[src/rtl/accum_pkg.sv]
// Shared definitions for the accumulator scheduler: datapath width, FSM encoding
// and the round-robin pointer helper.
package accum_pkg;

    localparam int ACC_WIDTH = 26;
    localparam int GAP_W     = 4;

    localparam logic [2:0] ENC_IDLE  = 3'd0;
    localparam logic [2:0] ENC_ISSUE = 3'd1;
    localparam logic [2:0] ENC_WAIT  = 3'd2;
    localparam logic [2:0] ENC_ACK   = 3'd3;
    localparam logic [2:0] ENC_GAP   = 3'd4;

    typedef enum logic [2:0] {
        ST_IDLE  = ENC_IDLE,
        ST_ISSUE = ENC_ISSUE,
        ST_WAIT  = ENC_WAIT,
        ST_ACK   = ENC_ACK,
        ST_GAP   = ENC_GAP
    } state_t;

    // Pointer value after granting idx: the requester just above idx gets top priority.
    function automatic int rr_next(input int idx, input int n);
        return (idx + 1 >= n) ? 0 : idx + 1;
    endfunction

endpackage

[src/rtl/rr_arbiter.sv]
// Combinational rotating-priority arbiter: the search starts at ptr and wraps,
// so the first pending requester at or above ptr wins.
module rr_arbiter #(
    parameter int NUM_REQ = 4,
    parameter int IDX_W   = $clog2(NUM_REQ)
) (
    input  logic [NUM_REQ-1:0] req,
    input  logic [IDX_W-1:0]   ptr,
    output logic [NUM_REQ-1:0] grant,
    output logic [IDX_W-1:0]   grant_idx,
    output logic               any_valid
);

    logic [IDX_W-1:0] cand;

    always_comb begin
        grant     = '0;
        grant_idx = '0;
        any_valid = 1'b0;
        cand      = '0;
        for (int i = 0; i < NUM_REQ; i++) begin
            cand = IDX_W'((int'(ptr) + i) % NUM_REQ);
            if (!any_valid && req[cand]) begin
                any_valid   = 1'b1;
                grant[cand] = 1'b1;
                grant_idx   = cand;
            end
        end
    end

endmodule

[src/rtl/accum_scheduler.sv]
// Time-shares one external accumulator among NUM_REQ requesters: arbitrate, issue a
// single sample pulse, capture the updated accumulator value and return it with an ack.
module accum_scheduler
    import accum_pkg::*;
#(
    parameter int NUM_REQ    = 4,
    parameter int WIDTH      = ACC_WIDTH,
    parameter int GAP_CYCLES = 0
) (
    input  logic                       clk,
    input  logic                       GlobalReset,
    input  logic [NUM_REQ-1:0]         req,
    input  logic [NUM_REQ*WIDTH-1:0]   inc_bus,
    input  logic [WIDTH-1:0]           acc_out,
    output logic                       sample,
    output logic [WIDTH-1:0]           increment,
    output logic [NUM_REQ-1:0]         ack,
    output logic [WIDTH-1:0]           result,
    output logic                       result_valid,
    output logic [$clog2(NUM_REQ)-1:0] grant_id,
    output logic                       busy,
    output state_t                     dbg_state
);

    localparam int IDX_W = $clog2(NUM_REQ);

    // Handshake: a requester raises req[i] with its increment on inc_bus and holds both
    // until ack[i] pulses for one cycle; req is only looked at in IDLE, so once granted
    // the transaction completes regardless of req, and a req still high in IDLE is new.

    state_t               state;
    logic [IDX_W-1:0]     rr_ptr;
    logic [GAP_W-1:0]     gap_cnt;
    logic [NUM_REQ-1:0]   grant_oh;

    logic [NUM_REQ-1:0]   arb_grant;
    logic [IDX_W-1:0]     arb_idx;
    logic                 arb_any;
    logic [WIDTH-1:0]     win_inc;
    logic [IDX_W-1:0]     next_ptr;

    rr_arbiter #(
        .NUM_REQ (NUM_REQ),
        .IDX_W   (IDX_W)
    ) u_arb (
        .req       (req),
        .ptr       (rr_ptr),
        .grant     (arb_grant),
        .grant_idx (arb_idx),
        .any_valid (arb_any)
    );

    always_comb begin
        win_inc = '0;
        for (int i = 0; i < NUM_REQ; i++) begin
            if (arb_idx == IDX_W'(i)) win_inc = inc_bus[i*WIDTH +: WIDTH];
        end
    end

    assign next_ptr  = IDX_W'(rr_next(int'(arb_idx), NUM_REQ));
    assign busy      = (state != ST_IDLE);
    assign dbg_state = state;

    always_ff @(posedge clk or posedge GlobalReset) begin
        if (GlobalReset) begin
            state        <= ST_IDLE;
            rr_ptr       <= '0;
            gap_cnt      <= '0;
            grant_oh     <= '0;
            sample       <= 1'b0;
            increment    <= '0;
            ack          <= '0;
            result       <= '0;
            result_valid <= 1'b0;
            grant_id     <= '0;
        end else begin
            sample       <= 1'b0;
            ack          <= '0;
            result_valid <= 1'b0;
            case (state)
                ST_IDLE: begin
                    if (arb_any) begin
                        grant_id  <= arb_idx;
                        grant_oh  <= arb_grant;
                        increment <= win_inc;
                        rr_ptr    <= next_ptr;
                        sample    <= 1'b1;
                        state     <= ST_ISSUE;
                    end
                end
                ST_ISSUE: begin
                    // The accumulator adds at the end of this cycle; its new Out is visible in WAIT.
                    state <= ST_WAIT;
                end
                ST_WAIT: begin
                    result       <= acc_out;
                    ack          <= grant_oh;
                    result_valid <= 1'b1;
                    state        <= ST_ACK;
                end
                ST_ACK: begin
                    if (GAP_CYCLES > 0) begin
                        gap_cnt <= GAP_W'(GAP_CYCLES);
                        state   <= ST_GAP;
                    end else begin
                        state <= ST_IDLE;
                    end
                end
                ST_GAP: begin
                    gap_cnt <= gap_cnt - 1'b1;
                    if (gap_cnt <= 1) state <= ST_IDLE;
                end
                default: state <= ST_IDLE;
            endcase
        end
    end

endmodule
[config.mk]
export PLATFORM = sky130hd
export DESIGN_NAME = accum_scheduler
export DESIGN_NICKNAME = d
export VERILOG_FILES = /design/src/rtl/accum_pkg.sv /design/src/rtl/rr_arbiter.sv /design/src/rtl/accum_scheduler.sv
export SDC_FILE = /design/constraint.sdc
export NUM_CORES = 1
export LEC_CHECK = 0
export BUFFER_PORTS_ARGS = -buffer_cell sky130_fd_sc_hd__buf_2
export CAP_MARGIN = 0
export CORE_ASPECT_RATIO = 0.7
export CORE_MARGIN = 5
export CORE_UTILIZATION = 45
export CTS_CLUSTER_SIZE = 14
export DETAILED_ROUTE_END_ITERATION = 8
export GPL_ROUTABILITY_DRIVEN = 1
export PLACE_DENSITY = 0.87
export SYNTH_ARGS = -nofsm -noshare
export SYNTH_HDL_FRONTEND = slang
export SYNTH_HIERARCHICAL = 1
export SYNTH_SLANG_ARGS = --single-unit
export TNS_END_PERCENT = 1
[constraint.sdc]
create_clock -name clk -period 4.8 [get_ports clk]
set_clock_uncertainty 0.15 [all_clocks]
set_input_delay 0.48 -clock clk [delete_from_list [all_inputs] [get_ports clk]]
set_output_delay 0.48 -clock clk [all_outputs]
set_load 0.005 [all_outputs]
==> results of run 1 <==
## per-stage QoR
step / utilization [%] / area [µm²] / power [mW] / worst slack, ns
floorplan: - / 3650 / 2.66 / 1.47
global placement: 58.5 / 4600 / 3.14 / 0.888
detailed placement: 58.5 / 4600 / 3.25 / 0.586
CTS: 62.3 / 4900 / 3.93 / 0.513
global route: 62.3 / 4910 / 4.20 / 0.214
finish: 62.3 / 4910 / 3.91 / 0.473
## kinds of logic (layout without fill, tap and decap cells)
family | Yosys count | count (layout) | share of synthesized area [%]
AND/OR/NAND/NOR | 88 | 88 | 13.5
AO/OA/AOI/OAI | 78 | 78 | 17.1
flip-flops | 68 | 68 | 46.7
buffers and inverters | 39 | 234 | 7.34
multiplexers | 33 | 33 | 11.6
adder cells (fa/ha/maj) | 11 | 11 | 3.77
other | 1 | 2 | 0.103
## cell usage in the layout (no fill, tap or decap), types with 2 or more instances in the layout
cell type   netlist  routed
nor2_1           31      30
nor3b_1          25      25
a22oi_1           8       8
a211oi_1         25      25
mux4_2            2       2
inv_6             0       2
mux2_2            8       8
o21ai_1           3       3
o31ai_1           3       3
and2_1            4       4
a222oi_1         25      25
mux4_1            2       2
nand2_1          19      19
buf_2             5     198
buf_4             1       8
clkinvlp_4        0       3
inv_1            11      10
clkbuf_16         0       9
a21oi_1           5       5
o21ai_0           5       5
mux2_1           20      20
dfrtp_1          68      68
ha_1             11      11
inv_2             1       2
## final timing paths
path,start,to,slack [ns]
min in group clk,acc_out[2],result[2],0.23
worst max-delay path,rr_ptr[0],increment[6],0.47
worst min-delay path,GlobalReset,increment[18],0.04
worst min register to register,grant_oh[2],grant_oh[2],0.33
max in group asynchronous,GlobalReset,result[13],3.50
worst max register to register,rr_ptr[0],increment[6],0.47
## power by group through the flow
| stage | sequential [mW] | clock, mW | combinational, mW |
|---|---|---|---|
| floorplan | 1.03 | 0 | 1.63 |
| global placement | 1.01 | 0 | 2.12 |
| detailed placement | 1.04 | 0 | 2.21 |
| CTS | 1.03 | 0.680 | 2.22 |
| global route | 1.07 | 0.704 | 2.43 |
| finish | 1.03 | 0.665 | 2.21 |
## flip-flops by register name, indices dropped and copies added (netlist names)
register and count:
grant_id 2, result_valid 1, grant_oh 4, increment 26, ack 4, result 26
dbg_state 2, rr_ptr 2, sample 1
## layer usage
layer	part of all wire (%)	GRT usage (%)	vias to the layer above
li1	-	-	1583
met1	37	24.7	1642
met2	51	41.2	195
met3	9.0	6.80	29
met4	2.7	10.1	0
met5	0	0	-
## cell type report
| type | instances | area [µm²] | share of cell area, % |
|---|---|---|---|
| Antenna cell | 1 | 2.50 | 0.0510 |
| Clock buffer | 9 | 225 | 4.59 |
| Clock inverter | 7 | 75.1 | 1.53 |
| Inverter | 12 | 45.0 | 0.918 |
| Multi-Input combinational cell | 211 | 1680 | 34.2 |
| Sequential cell | 68 | 1700 | 34.7 |
| Tap cell | 101 | 126 | 2.58 |
| Timing Repair Buffer | 206 | 1050 | 21.4 |
==> flow_metrics.tcl, run 1 <==
set metrics [dict create \
    synth.avg_cell_area_um2 11.5 \
    nets 655 \
    cp.arrival_ns 4.36 \
    p_leak_nw 2.35 \
    synth_area_um2 3650 \
    holdWs_ns 0.0360 \
    power_frac_seq_pct 26.3 \
    slew_headroom_pct 61.0 \
    area_growth_pct 34.6 \
    synth.area.top_cells "dfrtp_1, a222oi_1, mux2_1" \
    fin_crit_sh_pct 90.2 \
    dp_cells 598 \
    cp-start-kind "register" \
    num_rows 27 \
    vias 3449 \
    end_kind "register" \
    pwr-share-clk_pct 17.0 \
    clk_pin_slew_ns 0.06 \
    synthTopCellsByCount "dfrtp_1, nor2_1, a211oi_1, a222oi_1, nor3b_1" \
    synth-seq-cells 68 \
    syn_nets 465 \
    p_per_area_nw_per_um2 796 \
    grt_use_total_pct 22.7 \
    synth_top_area_cell "dfrtp_1" \
    crit_slowest_cell "dfrtp_1" \
    slowest_delay_ns 0.68 \
    h-tree-depth 3 \
    clock_path_buffers 2 \
    synth_warnings 6 \
    r2r_cells 12 \
    rsz0062_at_grt "no" \
    fill_cells 624 \
    pwr-share-comb_pct 56.7 \
    ir_drop_uv 321 \
    first_pass_iters 9 \
    crit_chain "inv_1 -> ha_1 -> mux4_2 -> and2b_2 -> o21ai_0 -> o31ai_1 -> inv_1 -> ha_1 -> and2b_1 -> buf_4 -> a222oi_1 -> a211oi_1" \
    yosysMostFrequentCell "dfrtp_1" \
    cts_tree "yes" \
    cp_top_family "compound AO/OA/AOI/OAI gates" \
    status "complete, no violations" \
    cp_num_cells 12 \
    postCtsHoldBufs 0 \
    gp_congestion 0.809 \
    synth.top_cell.area_share_pct 46.7 \
    syn_inst 318 \
    setup_viol 0 \
    antenna_left 0 \
    cts.repair.resized 0 \
    wl_per_cell_um 18.8 \
    switching_share_pct 42.2 \
    postCtsSetupRepairBufs 0 \
    die_area_um2 10000 \
    initial_utilization_pct 46.3 \
    post-dp-hpwl_mm 8.84 \
    slew_viol_final 0 \
    synth.distinct_cells 43 \
    required_ns 4.83 \
    hold_violations 0 \
    grt_pass1_vias 3763 \
    crit_fanout 17 \
    core_um2 7870 \
    path_buf_inv 3 \
    seq_area_frac_synth_pct 46.7 \
    die_w_um 118 \
    grt_max_degree 46 \
    grt_antenna_before_repair 1 \
    setup_tns_ns 0 \
    fin_crit_ns 4.33 \
    synthFlopType "dfrtp_1" \
    drive_gt1_share_pct 46.6 \
    drtIter0Drc 375 \
    grt_overflow 0 \
    p_sw_mw 1.65 \
    die_h_um 85.3 \
    ios 200 \
    hold_path.class "input port to async pin" \
    setup.worst_path.class "register to register" \
    grt_pass1_wl_mm 18.6 \
    final_cell_count_no_fill 615 \
    wl_mm 11.6 \
    worst_skew_pair.late_latency_ns 0.32 \
    max_freq_mhz 231 \
    synth_edf_count 0 \
    port_buffers 198 \
    numClockSinks 68 \
    cap_viol_max_count 0 \
    cts_root_buf "clkbuf_16" \
    drc 0 \
    p_int_mw 2.26 \
    vias_per_cell 5.61 \
    tightest_slew_ns 0.585 \
    ys_async_sr_fraction_pct 100 \
    cts_made_buffers 9 \
]
(Power assumes the default switching activity.)
==> run 2, diff against run 1 <==
--- a/config.mk
+++ b/config.mk
@@ -10,9 +10,9 @@
 export CORE_ASPECT_RATIO = 0.7
 export CORE_MARGIN = 5
-export CORE_UTILIZATION = 45
+export CORE_UTILIZATION = 41
 export CTS_CLUSTER_SIZE = 14
 export DETAILED_ROUTE_END_ITERATION = 8
 export GPL_ROUTABILITY_DRIVEN = 1
-export PLACE_DENSITY = 0.87
+export PLACE_DENSITY = 0.84
 export SYNTH_ARGS = -nofsm -noshare
 export SYNTH_HDL_FRONTEND = slang
==> constraint.sdc (replaced) <==
create_clock -name clk -period 3.7 [get_ports clk]
set_clock_uncertainty 0.15 [all_clocks]
set_input_delay 0 -clock clk [delete_from_list [all_inputs] [get_ports clk]]
set_output_delay 0 -clock clk [all_outputs]
set_load 0.005 [all_outputs]
==> run 2 against run 1 <==
Net effect:
- wire length is 32% higher
- final area up 28%
- via count is 20% higher
- sequential power grew 28%
- core utilization increased by 11 points
- clock power up 42%
- total power is 42% higher
- critical endpoint is now increment[15]
- largest power group unchanged
==> flow_metrics.tcl, run 2 (synthesis gave the netlist of run 1 again) <==
set metrics [dict create \
    crit_slowest_cell "mux4_2" \
    wl_mm 15.3 \
    fin_crit_sh_pct 96.6 \
    cap_viol_max_count 0 \
    crit_top_cell "buf_4" \
    multi_input_area_um2 1730 \
    p_per_area_nw_per_um2 883 \
    grt_antenna_before_repair 0 \
    grt_pass1_wl_mm 23.2 \
    nets 785 \
    pwr-share-clk_pct 16.9 \
    cts_root_buf "clkbuf_16" \
    grt_use_total_pct 27.7 \
    area_growth_pct 72.6 \
    cts_tree "yes" \
    top_regs "increment: 26 flops, result: 26 flops" \
    h-tree-depth 3 \
    fill_cells 578 \
    end_kind "register" \
    place_ws_ns 0.0375 \
    p_sw_mw 2.33 \
    max_freq_mhz 280 \
    wl_per_cell_um 20.0 \
    pwr-share-comb_pct 59.4 \
    die_w_um 123 \
    port_buffers 198 \
    drive_gt1_share_pct 38.6 \
    cp_top_family "compound AO/OA/AOI/OAI gates" \
    status "complete, no violations" \
    required_ns 3.71 \
    tightest_slew_ns 1.30 \
    hold_violations 0 \
    num_rows 28 \
    die_h_um 88.9 \
    worst_skew_pair.late_latency_ns 0.32 \
    die_area_um2 10900 \
    mostFrequentLayoutCells "buf_2, dlygate4sd3_1, dfrtp_1" \
    slew_headroom_pct 13.4 \
    postPlaceCellArea_um2 4670 \
    vias_per_cell 5.42 \
    crit_fanout 13 \
    antenna_left 0 \
    gp_congestion 0.896 \
    crit_chain "buf_4 -> mux4_2 -> buf_4 -> nor3_2 -> a32o_1 -> inv_1 -> ha_1 -> and2b_1 -> buf_4 -> a222oi_1 -> a211oi_1" \
    final_common_cell "buf_2" \
    cp.arrival_ns 3.59 \
    clock_path_buffers 2 \
    grt_pass1_vias 4439 \
    ios 200 \
    total_power_mw 5.56 \
    initial_utilization_pct 42.7 \
    cp-start-kind "register" \
    first_pass_iters 8 \
    finalWorstSetupSlack_ns 0.127 \
    drc 0 \
    p_leak_nw 2.93 \
    hold_path.class "input port to register" \
    fin_crit_ns 3.57 \
    slew_viol_final 0 \
    path_buf_inv 4 \
    cts_made_buffers 9 \
    grt_overflow 0 \
    final_cell_area_um2 6290 \
    drtIter0Drc 529 \
    register_area_um2 1700 \
    power_frac_seq_pct 23.7 \
    switching_share_pct 41.9 \
    vias 4149 \
    final_util_pct 73.6 \
    clk_pin_slew_ns 0.06 \
    setup_viol 0 \
    slowest_delay_ns 0.62 \
    numClockSinks 68 \
    post-dp-hpwl_mm 8.58 \
    setup.worst_path.class "register to register" \
    core_um2 8550 \
    p_int_mw 3.23 \
    ir_drop_uv 529 \
    grt_max_degree 37 \
]
==> run 2: cell types whose count changed in the layout (fill, tap and decap cells not counted), moves of 2 or more <==
| cell | change |
|---|---|
| buf_4 | +6 |
| diode_2 | +2 |
| clkinvlp_4 | -3 |
| dlygate4sd3_1 | +122 |
==> run 2: worst paths after layout <==
path	slack, ns	to	startpoint	cells after the start
worst max-delay path	0.13	increment[15]	rr_ptr[0]	11
worst min-delay path	0.02	increment[2]	inc_bus[54]	3
worst max register to register	0.13	increment[15]	rr_ptr[0]	11
worst min register to register	0.31	grant_oh[2]	grant_oh[2]	2
max in group asynchronous	2.26	ack[0]	GlobalReset	4
min in group asynchronous	0.21	result[15]	GlobalReset	3
==> run 2: area by class of cell <==
type / count / area share (%)
inverter: 12 / 0.716
clock inverter: 5 / 1.31
tap: 120 / 2.39
timing repair buffer: 335 / 37.1
sequential: 68 / 27.0
clock buffer: 11 / 3.86
multi-input combinational: 212 / 27.4
antenna: 3 / 0.119
==> run 2: worst register-to-register path: stages, from the launching register on <==
cell,delay (ns)
dfrtp_1,0.35
buf_4,0.22
mux4_2,0.62
buf_4,0.19
nor3_2,0.28
a32o_1,0.30
inv_1,0.10
ha_1,0.25
and2b_1,0.19
buf_4,0.18
a222oi_1,0.43
a211oi_1,0.15
==> run 2: metal layers <==
metal | global-route usage [%] | share of wire (%) | vias to the layer above
li1 | - | - | 1849
met5 | 0 | 0 | -
met1 | 32.9 | 36 | 1910
met2 | 45.4 | 48 | 346
met4 | 12.3 | 2.9 | 0
met3 | 10.6 | 14 | 44
==> run 2: timing repair <==
| item | 4_1_cts | 5_1_grt |
|---|---|---|
| buffers inserted | 0 | 3 |
| gates resized for setup | 0 | 5 |
| endpoints found under the setup margin | 0 | 25 |
| hold endpoints to repair | 84 | 0 |
| hold buffers | 122 | 0 |
==> run 2: metrics by stage <==
step,std cells,TNS (ns),hold slack (ns)
floorplan,318,0,-0.0153
global placement,621,0,-0.00599
detailed placement,621,0,0.0163
CTS,759,0,0.000356
global route,763,-0.0340,0.0152
finish,766,0,0.0165
==> run 2: power groups by stage <==
stage / registers, mW / logic [mW] / clock network (mW)
finish: 1.32 / 3.30 / 0.941
global route: 1.36 / 3.56 / 1.00
detailed placement: 1.32 / 3.00 / 0
CTS: 1.31 / 3.11 / 0.963
global placement: 1.29 / 2.90 / 0
floorplan: 1.34 / 2.11 / 0
==> run 3, diff against run 2 <==
Settings changed: BUFFER_PORTS_ARGS -buffer_cell sky130_fd_sc_hd__buf_2 to -buffer_cell sky130_fd_sc_hd__buf_4.
Clock period 3.7 ns to 3.2 ns, I/O delays scaled along.
==> run 3 against run 2 <==
Net effect:
- the run now ends with hold timing, setup timing left
- non-clock buffer count increased by 28
- clock power increased by 14%
- count of clock-buffer cells in the layout decreased by 2
- total power increased by 35%
- die area unchanged
- highest routed layer unchanged
- global-route usage increased by 2.4 points
==> flow_metrics.tcl, run 3 (synthesis gave the netlist of run 1 again) <==
set metrics [dict create \
    hold_violations 1 \
    r2r-end "increment[1]" \
    holdWs_ns -0.00341 \
    drc 0 \
    top_regs "increment: 26 flops, result: 26 flops" \
    clock_path_buffers 2 \
    grt_pass1_wl_mm 25.2 \
    port_buffers 198 \
    setup_viol 25 \
    die_w_um 123 \
    num_rows 28 \
    grt_pass1_vias 4659 \
    h-tree-depth 3 \
    r2r_cells 11 \
    initial_utilization_pct 42.7 \
    grt_antenna_before_repair 0 \
    fin_crit_ns 3.38 \
    cap_viol_max_count 0 \
    area_growth_pct 95.2 \
    antenna_left 0 \
    worst_hold_startpoint "inc_bus[34]" \
    slew_viol_final 0 \
    cp-start-kind "register" \
    end_kind "register" \
    grt_use_total_pct 30.1 \
    wl_mm 17.5 \
    wl_per_cell_um 22.2 \
    violations "hold timing, setup timing" \
    nets 812 \
    grt_max_degree 42 \
    setup_tns_ns -2.12 \
    p_per_area_nw_per_um2 1050 \
    vias 4449 \
    hold_path.class "input port to register" \
    mostFrequentLayoutCells "buf_4, dlygate4sd3_1, dfrtp_1" \
    total_power_mw 7.48 \
    rsz0062_at_grt "yes" \
    drive_gt1_share_pct 42.8 \
    finalWorstSetupSlack_ns -0.182 \
    numClockSinks 68 \
    first_pass_iters 6 \
    ios 200 \
    clk_pin_slew_ns 0.06 \
    dp_cells 633 \
    p_leak_nw 3.24 \
    min_path_cells 3 \
    core_um2 8550 \
    drtIter0Drc 441 \
    final_common_cell "buf_4" \
    post-dp-hpwl_mm 9.16 \
    fin_crit_sh_pct 106 \
    die_area_um2 10900 \
    slew_headroom_pct 41.8 \
    crit_fanout 22 \
    cts_tree "yes" \
    r2r_setup_slack_ns -0.18 \
    reg2reg_from "rr_ptr[0]" \
    required_ns 3.22 \
    final_cell_count_no_fill 791 \
    cts_made_buffers 9 \
    setup.worst_path.class "register to register" \
    die_h_um 88.9 \
    grt_overflow 0 \
    gp_congestion 0.834 \
    max_freq_mhz 296 \
    ir_drop_uv 737 \
    vias_per_cell 5.62 \
    worst_skew_pair.late_latency_ns 0.32 \
    status "finished with violations" \
    min_to "increment[8]" \
    cp.arrival_ns 3.40 \
    tightest_slew_ns 0.871 \
    cts_root_buf "clkbuf_16" \
]
-- run 3: final cells by class --
class,instances,area (µm²)
sequential,68,1700
inverter,12,47.5
clock buffer,9,225
timing repair buffer,363,3110
multi-input combinational,211,1780
antenna,1,2.50
clock inverter,7,97.6
fill,457,1430
tap,120,150
-- run 3: through the flow --
stage	hold slack (ns)	utilization, %	area (µm²)	setup slack (ns)
after detailed placement	0.0712	62.1	5310	-0.137
final	-0.00341	83.3	7120	-0.182
after CTS	0.00257	81.5	6970	0.00476
after global routing	-0.000333	83.2	7120	-0.229
after floorplan	-0.0153	-	3670	0.0102
after global placement	0.0678	62.1	5310	-0.00406
-- run 3: where the power goes --
group	switching, mW	leakage [nW]	total, mW	internal (mW)
combinational	2.41	2.28	4.83	2.42
sequential	0.273	0.804	1.58	1.31
clock	0.388	0.152	1.07	0.686
total	3.07	3.24	7.48	4.41
-- run 3: worst max path at each step --
stage | start | end | slack (ns) | cells after the start
4_1_cts | rr_ptr[1] | increment[20] | 0.005 | 13
2_1_floorplan | rr_ptr[0] | increment[12] | 0.01 | 14
3_3_place_gp | rr_ptr[0] | increment[20] | -0.004 | 10
5_1_grt | rr_ptr[1] | increment[12] | -0.23 | 11
3_5_place_dp | rr_ptr[0] | increment[20] | -0.14 | 10
6_report | rr_ptr[0] | increment[1] | -0.18 | 11
-- run 3: repair_timing --
item | 4_1_cts | 5_1_grt
gates resized for setup | 5 | 20
endpoints found under the hold margin | 92 | 1
hold buffers | 127 | 1
pin swaps | 2 | 15
buffers inserted | 5 | 8
setup endpoints to repair | 25 | 26
-- run 3: critical path: stages, from the launching register on --
cell and delay, ns:
dfrtp_2 0.43, inv_4 0.06, ha_4 0.27, mux4_2 0.38
buf_6 0.16, nor4_4 0.30, nor2_1 0.08, a32o_2 0.27
ha_4 0.21, buf_4 0.24, a222oi_1 0.52, a211oi_2 0.16
-- run 3: layer usage --
metal / wire length (µm) / share of wire (%) / track usage, % / vias up
met3: 2180 / 12 / 10.5 / 55
met1: 6210 / 35 / 35.1 / 2130
met4: 500 / 2.9 / 11.8 / 0
li1: - / - / - / 1910
met5: 0 / 0 / 0 / -
met2: 8630 / 49 / 51.7 / 354
